$ cat src/rtl/pc_unit_if.sv
// Bundle of the PC unit's control, redirect-target and status signals.
// The core drives the slave side; the master side belongs to the surrounding pipeline.
interface pc_unit_if #(
  parameter int unsigned PC_WIDTH  = 32,
  parameter int unsigned CNT_WIDTH = 16
);
  logic                 i_enable;
  logic                 i_step_mode;
  logic                 i_step;
  logic                 i_pc_write;
  logic                 i_branch_taken;
  logic [PC_WIDTH-1:0]  i_branch_target;
  logic                 i_jump;
  logic [PC_WIDTH-1:0]  i_jump_target;
  logic                 i_jump_reg;
  logic [PC_WIDTH-1:0]  i_jr_target;
  logic                 i_halt;
  logic [PC_WIDTH-1:0]  o_pc;
  logic [PC_WIDTH-1:0]  o_pc_plus4;
  logic                 o_halted;
  logic                 o_misaligned;
  logic [CNT_WIDTH-1:0] o_fetch_count;

  modport slave (
    input  i_enable, i_step_mode, i_step, i_pc_write,
           i_branch_taken, i_branch_target, i_jump, i_jump_target,
           i_jump_reg, i_jr_target, i_halt,
    output o_pc, o_pc_plus4, o_halted, o_misaligned, o_fetch_count
  );

  modport master (
    output i_enable, i_step_mode, i_step, i_pc_write,
           i_branch_taken, i_branch_target, i_jump, i_jump_target,
           i_jump_reg, i_jr_target, i_halt,
    input  o_pc, o_pc_plus4, o_halted, o_misaligned, o_fetch_count
  );
endinterface

$ cat src/rtl/pc_unit.sv
// Program counter with prioritised redirects, stall/step gating, halt and
// misaligned-target trapping, plus a saturating fetch counter.
module pc_unit #(
  parameter int unsigned          PC_WIDTH     = 32,
  parameter logic [PC_WIDTH-1:0]  RESET_VECTOR = '0,
  parameter int unsigned          CNT_WIDTH    = 16
) (
  input  logic        i_clk,
  input  logic        i_reset,
  pc_unit_if.slave    bus
);

  typedef enum logic {RUN, HALTED} state_e;

  state_e               state_q, state_d;
  logic [PC_WIDTH-1:0]  pc_q, pc_d;
  logic                 misaligned_q, misaligned_d;
  logic [CNT_WIDTH-1:0] fetch_count_q, fetch_count_d;

  logic [PC_WIDTH-1:0]  pc_plus4;
  logic [PC_WIDTH-1:0]  next_pc;
  logic                 redirect;
  logic                 halt_req;
  logic                 advance;
  logic                 bad_target;
  logic                 load_pc;

  always_comb begin
    pc_plus4 = pc_q + PC_WIDTH'(4);

    redirect = 1'b1;
    if (bus.i_jump_reg)          next_pc = bus.i_jr_target;
    else if (bus.i_jump)         next_pc = bus.i_jump_target;
    else if (bus.i_branch_taken) next_pc = bus.i_branch_target;
    else begin
      next_pc  = pc_plus4;
      redirect = 1'b0;
    end

    // A halt request wins over any same-cycle advance, so it masks advance here.
    halt_req   = (state_q == RUN) && bus.i_enable && bus.i_halt;
    advance    = (state_q == RUN) && bus.i_enable && bus.i_pc_write &&
                 (!bus.i_step_mode || bus.i_step) && !halt_req;
    bad_target = advance && redirect && (next_pc[1:0] != 2'b00);
    load_pc    = advance && !bad_target;

    state_d       = state_q;
    pc_d          = pc_q;
    misaligned_d  = misaligned_q || bad_target;
    fetch_count_d = fetch_count_q;

    if (halt_req || bad_target) state_d = HALTED;
    if (load_pc) begin
      pc_d = next_pc;
      if (fetch_count_q != '1) fetch_count_d = fetch_count_q + CNT_WIDTH'(1);
    end
  end

  always_ff @(posedge i_clk) begin
    if (i_reset) begin
      state_q       <= RUN;
      pc_q          <= RESET_VECTOR;
      misaligned_q  <= 1'b0;
      fetch_count_q <= '0;
    end else begin
      state_q       <= state_d;
      pc_q          <= pc_d;
      misaligned_q  <= misaligned_d;
      fetch_count_q <= fetch_count_d;
    end
  end

  assign bus.o_pc          = pc_q;
  assign bus.o_pc_plus4    = pc_plus4;
  assign bus.o_halted      = (state_q == HALTED);
  assign bus.o_misaligned  = misaligned_q;
  assign bus.o_fetch_count = fetch_count_q;

endmodule

$ cat src/flat_wrapper.sv
// flat-port wrapper written by rule: the top's interface ports become plain ports
module pc_unit_flat 
#(
  parameter int unsigned          PC_WIDTH     = 32,
  parameter logic [PC_WIDTH-1:0]  RESET_VECTOR = '0,
  parameter int unsigned          CNT_WIDTH    = 16
)
  (i_clk, i_reset, bus_i_enable, bus_i_step_mode, bus_i_step, bus_i_pc_write, bus_i_branch_taken, bus_i_branch_target, bus_i_jump, bus_i_jump_target, bus_i_jump_reg, bus_i_jr_target, bus_i_halt, bus_o_pc, bus_o_pc_plus4, bus_o_halted, bus_o_misaligned, bus_o_fetch_count);
  pc_unit_if #(.PC_WIDTH(PC_WIDTH), .CNT_WIDTH(CNT_WIDTH)) bus_i ();
  input  logic i_clk;
  input  logic i_reset;
  input wire logic [$bits(bus_i.i_enable)-1:0] bus_i_enable;
  input wire logic [$bits(bus_i.i_step_mode)-1:0] bus_i_step_mode;
  input wire logic [$bits(bus_i.i_step)-1:0] bus_i_step;
  input wire logic [$bits(bus_i.i_pc_write)-1:0] bus_i_pc_write;
  input wire logic [$bits(bus_i.i_branch_taken)-1:0] bus_i_branch_taken;
  input wire logic [$bits(bus_i.i_branch_target)-1:0] bus_i_branch_target;
  input wire logic [$bits(bus_i.i_jump)-1:0] bus_i_jump;
  input wire logic [$bits(bus_i.i_jump_target)-1:0] bus_i_jump_target;
  input wire logic [$bits(bus_i.i_jump_reg)-1:0] bus_i_jump_reg;
  input wire logic [$bits(bus_i.i_jr_target)-1:0] bus_i_jr_target;
  input wire logic [$bits(bus_i.i_halt)-1:0] bus_i_halt;
  output wire logic [$bits(bus_i.o_pc)-1:0] bus_o_pc;
  output wire logic [$bits(bus_i.o_pc_plus4)-1:0] bus_o_pc_plus4;
  output wire logic [$bits(bus_i.o_halted)-1:0] bus_o_halted;
  output wire logic [$bits(bus_i.o_misaligned)-1:0] bus_o_misaligned;
  output wire logic [$bits(bus_i.o_fetch_count)-1:0] bus_o_fetch_count;
  assign bus_i.i_enable = bus_i_enable;
  assign bus_i.i_step_mode = bus_i_step_mode;
  assign bus_i.i_step = bus_i_step;
  assign bus_i.i_pc_write = bus_i_pc_write;
  assign bus_i.i_branch_taken = bus_i_branch_taken;
  assign bus_i.i_branch_target = bus_i_branch_target;
  assign bus_i.i_jump = bus_i_jump;
  assign bus_i.i_jump_target = bus_i_jump_target;
  assign bus_i.i_jump_reg = bus_i_jump_reg;
  assign bus_i.i_jr_target = bus_i_jr_target;
  assign bus_i.i_halt = bus_i_halt;
  assign bus_o_pc = bus_i.o_pc;
  assign bus_o_pc_plus4 = bus_i.o_pc_plus4;
  assign bus_o_halted = bus_i.o_halted;
  assign bus_o_misaligned = bus_i.o_misaligned;
  assign bus_o_fetch_count = bus_i.o_fetch_count;
  pc_unit #(.PC_WIDTH(PC_WIDTH), .RESET_VECTOR(RESET_VECTOR), .CNT_WIDTH(CNT_WIDTH)) u_core (.i_clk(i_clk), .i_reset(i_reset), .bus(bus_i));
endmodule
$ cat config.mk
export PLATFORM = sky130hd
export DESIGN_NAME = pc_unit_flat
export DESIGN_NICKNAME = d
export VERILOG_FILES = /design/src/rtl/pc_unit_if.sv /design/src/rtl/pc_unit.sv /design/src/flat_wrapper.sv
export SDC_FILE = /design/constraint.sdc
export NUM_CORES = 1
export LEC_CHECK = 0
export BUFFER_PORTS_ARGS = -buffer_cell sky130_fd_sc_hd__buf_2
export CAP_MARGIN = 40
export CORE_ASPECT_RATIO = 0.5
export CORE_MARGIN = 4
export CORE_UTILIZATION = 45
export CTS_BUF_LIST = sky130_fd_sc_hd__clkbuf_4 sky130_fd_sc_hd__clkbuf_8
export DETAILED_ROUTE_END_ITERATION = 8
export GPL_TIMING_DRIVEN = 1
export PLACE_DENSITY = 0.92
export SYNTH_ARGS = -nofsm -noshare
export SYNTH_HDL_FRONTEND = slang
export SYNTH_SLANG_ARGS = --single-unit
$ cat constraint.sdc
create_clock -name i_clk -period 4.7 [get_ports i_clk]
set_clock_uncertainty 0.05 [all_clocks]
set_input_delay 0.47 -clock i_clk [delete_from_list [all_inputs] [get_ports i_clk]]
set_output_delay 0.47 -clock i_clk [all_outputs]
set_load 0.005 [all_outputs]
; ---- Word level (Yosys, flattened, before mapping)
; Index checks and enable logic that the tools add are counted.
[totals]
ff_bits = 50
latch_bits = 0
mem_bits_rw = 0
romBits = 0
out_inout_bits = 82
memories = 0
[classes]
addsub = 2
multipliers = 0
div_mod_pow = 0
n_lt_le_gt_ge = 0
n_eq_ne = 1
n_shift = 0
n_mux = 6
n_bitwise = 1
n_reduce_logical = 16
[ops]
columns = op, count
row1 = $mux W32, 3
row2 = $add A32 B3 Y32 const B, 1
row3 = $add A16 B1 Y16 const B, 1
row4 = $ne A16 B16 Y1 const B, 1
row5 = $logic_and A1 B1 Y1, 8
row6 = $logic_not A1 Y1, 3
row7 = $logic_or A1 B1 Y1, 3
row8 = $mux W1, 3
row9 = $reduce_and A2 Y1, 1
row10 = $reduce_bool A2 Y1, 1
row11 = $not A1 Y1, 1

; ---- Longest topological paths before layout
[depth]
word_depth = 10
mapped_depth = 9
depth_no_buf = 7

; ---- Worst setup path before layout
; No wires, ideal clock.
[synth_path]
kind = in2reg
from = in bus_i_branch_taken
to = reg u_core.fetch_count_q[11] (netlist: u_core.bus.o_fetch_count[11])
setup_ps = 70
arrival_time_ps = 2352
required_time_ps = 4580
setup_slack_ps = 2227
cell_stages = 7
path_buffers = 1
path_cell_list = buf_6 mux2_1 a222oi_1 a22oi_2 nor4_4 or4b_1 a21oi_1
[synth_via]
elab_chain_cells = 8
elab_cells_between_ends = 12
classes_between = 6 x mux / 6 x reduce/logical
[synth_rtl]
columns = element, line_no
row1 = from (decl), flat_wrapper.sv:16  ; input wire logic [$bits(bus_i.i_branch_taken)-1:0] bus_i_branch_taken;
row2 = $mux W32 or $mux W1 (tied branches), pc_unit.sv:34  ; else if (bus.i_branch_taken) next_pc = bus.i_branch_target;
row3 = $mux W32 or $mux W1 (tied branches), pc_unit.sv:33  ; else if (bus.i_jump) next_pc = bus.i_jump_target;
row4 = $mux W32 or $mux W1 (tied branches), pc_unit.sv:32  ; if (bus.i_jump_reg) next_pc = bus.i_jr_target;
row5 = $reduce_bool A2 Y1 or $logic_and A1 B1 Y1 (tied branches), pc_unit.sv:44  ; bad_target = advance && redirect && (next_pc[1:0] != 2'b00);
row6 = $logic_and A1 B1 Y1 *, pc_unit.sv:44
row7 = $logic_not A1 Y1 *, pc_unit.sv:45  ; load_pc = advance && !bad_target;
row8 = $logic_and A1 B1 Y1 *, pc_unit.sv:45
row9 = $reduce_and A2 Y1 (no line) *, -
row10 = to (signal assigned), pc_unit.sv:69  ; fetch_count_q <= fetch_count_d;
row11 = to (decl), pc_unit.sv:18  ; logic [CNT_WIDTH-1:0] fetch_count_q, fetch_count_d;
; Every way passes the cells marked *; elsewhere a longest branch is shown, timed or not.
; A chain may end at the register's enable or synchronous reset.

; ---- Final worst setup path
[layout_path]
from = reg u_core.pc_q[5] (netlist: u_core.bus.o_pc[5])
to = out bus_o_pc_plus4[31]
[layout_via]
elab_chain_cells = 1
[layout_rtl]
columns = element, line_no
row1 = from (decl), pc_unit.sv:16  ; logic [PC_WIDTH-1:0] pc_q, pc_d;
row2 = from (signal assigned), pc_unit.sv:67  ; pc_q <= pc_d;
row3 = $add A32 B3 Y32, pc_unit.sv:29  ; pc_plus4 = pc_q + PC_WIDTH'(4);
row4 = to (decl), flat_wrapper.sv:24  ; output wire logic [$bits(bus_i.o_pc_plus4)-1:0] bus_o_pc_plus4;
; No other way between the ends.

==> flow_summary.yaml <==
place:
  gp_congestion: 0.9343
  placed_cell_area_um2: 4566
  io_buffers: 187
  hpwlAfterDp_um: 9973
drt:
  wl_met1_um: 5330
  met2_wirelength_um: 6324
  drtPass1Iterations: 7
  vias: 4526
  vias_per_cell: 5.979
  drtIter0Drc: 426
  met3_wirelength_um: 1014
  routed_wl_um: 13110
  wl_per_cell_um: 17.32
  drc: 0
  antenna_left: 0
  top_layer: "met4"
clock_tree:
  clock_latency_ns: 0.32
  post_cts.repair.setup_buffers: 0
  postCtsHoldBufs: 0
  cts_max_level: 2
  clockRootBuffer: "clkbuf_8"
  cts_tree: "built"
  clk_path_buf_depth: 2
  cts.clk_slew.worst_paths_ns: 0.10
  numCtsBuffers: 5
  cts_resized: 0
  clock-sinks: 50
timing:
  min_period_ns: 3.267
  grt_setup_unrepaired: "no"
  fin_setup_tns_ns: 0
  max_freq_ghz: 0.3061
  timing.hold.ws_ns: 0.3785
  finalSetupViolCount: 0
  slew-limit-headroom: 0.3734
  hold_viol_final: 0
  timing.final.crit_share: 0.6951
  worst_slew_pin_slew_ns: 0.9399
  drv_slew: 0
outcome:
  status: "finished clean"
worst_setup_path:
  arrival_ns: 2.75
  required_ns: 4.18
  worstPathMaxFanout: 9
  path_class: "reg -> out"
  cp_num_buf_inv: 1
  cp_slowest_cell: "nor4_2"
  path_delay_family: "simple AND/OR/NAND/NOR gates"
  start_kind: "register"
  worstPathCellList: "nand4_1 > nor4_2 > and3_1 > nand2_1 > xnor2_1 > buf_2"
  worstSetupEndpointType: "primary output"
  slowest_delay_ns: 0.88
logic_synthesis:
  syn_area_per_cell_um2: 7.409
  yosysSeqAreaShare: 0.2780
  synthesis.nets: 594
  ys_seq_elements: 50
  synthArstFlopShare: 0
  synthCells: 486
  synth_edf_count: 0
  syn_area_um2: 3601
  synthDistinctLibCells: 54
  synthFlopType: "dfxtp_1"
  yosys_warnings: 0
grt:
  grt_max_degree: 52
  grt-ovfl-total: 0
  grt_util_all_layers: 0.2595
  grt_pass1_vias: 4268
  antenna_found_initial: 0
  grt_pass1_wl_um: 20580
finish:
  layout-drive-gt1-share: 0.3236
  antennaDiodeCount: 0
  area_growth_pct: 28.98
  finalNetCount: 757
  finalInstanceArea_um2: 4644
  nFillCells: 704
run:
  cap_viol_max_count: 0
floorplanning:
  initial_core_util: 0.4774
  die_h_um: 71.26
  die_w_um: 134.5
  core_um2: 7542
  rows: 22
  io_pins: 188
  die-area_um2: 9584
power:
  powerDensity_nw_per_um2: 188.7
  leakage_nw: 2.104
  power_uw: 876.6
  ir_worst_vdd_v: 0.0001196
hold_path:
  hp-class: "in -> reg"
==> synthesized netlist by cell type (all sizes together) (12+ instances only) <==
master | n | area, um^2
clkbuf | 30 | 112.6
xnor2 | 26 | 227.7
dfxtp | 50 | 1001
nor2 | 46 | 172.7
nand2 | 42 | 157.7
nor4 | 12 | 96.34
nand3 | 30 | 150.1
xor2 | 12 | 105.1
nand4 | 14 | 87.58
inv | 16 | 60.06
o21ai | 24 | 120.1
a21oi | 47 | 235.2
nor3 | 15 | 75.07
a221o | 13 | 130.1
==> where the power goes <==
| part | internal (mW) | switching, mW |
|---|---|---|
| Sequential | 0.431 | 0.0125 |
| Combinational | 0.0806 | 0.102 |
| Clock | 0.100 | 0.150 |
==> logic make-up (layout without fill, tap and decap cells) <==
group | after synthesis | count (layout) | share of synthesized area
xor gates and xnor gates | 38 | 38 | 0.09243
and+or+nand+nor | 191 | 191 | 0.2637
DFF | 50 | 50 | 0.2780
buffers and inverters | 55 | 218 | 0.06184
AOI/OAI and AO/OA | 139 | 139 | 0.2651
muxes | 11 | 11 | 0.03197
adders and majority gates | 2 | 2 | 0.006948
==> worst min-delay path, delay by kind of cell <==
| kind | cells | cell delay [ns] |
|---|---|---|
| buffers and inverters | 1 | 0.09 |
| and+or+nand+nor | 1 | 0.08 |
| AOI/OAI and AO/OA | 1 | 0.07 |
==> registers in the layout, indices dropped and copies added, names as in the netlist <==
register / count
u_core.bus.o_halted: 1
u_core.bus.o_fetch_count: 16
u_core.bus.o_misaligned: 1
u_core.bus.o_pc: 32
==> worst paths after layout <==
check | startpoint | to | slack, ns | cells past startpoint
hold reg to reg | u_core.bus.o_misaligned | u_core.bus.o_misaligned | 0.43 | 2
setup reg to reg | u_core.bus.o_pc[0] | u_core.bus.o_pc[31] | 1.94 | 7
setup / recovery | u_core.bus.o_pc[5] | bus_o_pc_plus4[31] | 1.43 | 6
hold / removal | bus_i_jr_target[25] | u_core.bus.o_pc[25] | 0.38 | 3
==> per-stage QoR <==
stage	util	worst slack, ns	instances
2_1_floorplan	-	2.227	486
4_1_cts	0.6158	1.490	757
3_5_place_dp	0.6053	1.397	750
5_1_grt	0.6158	1.264	757
6_report	0.6158	1.433	757
3_3_place_gp	0.6043	1.454	749
==> per-layer routing <==
| metal | global-route usage | up-vias |
|---|---|---|
| li1 | - | 2118 |
| met2 | 0.4433 | 236 |
| met5 | 0 | - |
| met1 | 0.3243 | 2126 |
| met3 | 0.05259 | 46 |
| met4 | 0.1072 | 0 |
==> cells in the final DEF (no fill, tap or decap), drive strengths merged, types with 7 or more instances in the layout <==
master  synthesis  routed
dfxtp          50      50
nor3           15      15
inv            16      16
nor2           46      46
xor2           12      12
and3            9       9
o41ai           7       7
a221oi         10      10
mux2i           7       7
xnor2          26      26
a211oi          8       8
nor4           12      12
o21ai          24      24
nand4          14      14
a221o          13      13
a21oi          47      47
nand3          30      30
buf             8     194
nand2          42      42
==> area by class of cell <==
| cell class | count | area (um^2) | share of cell area |
|---|---|---|---|
| clock buffers | 5 | 68.82 | 0.01482 |
| clock inverters | 2 | 10.01 | 0.002155 |
| inverters | 17 | 63.81 | 0.01374 |
| multi-input cells | 381 | 2377 | 0.5119 |
| flip-flops and latches | 50 | 1001 | 0.2155 |
| well taps | 108 | 135.1 | 0.02909 |
| repair buffers | 194 | 988.4 | 0.2128 |
Power figures use the tool's default switching activity.
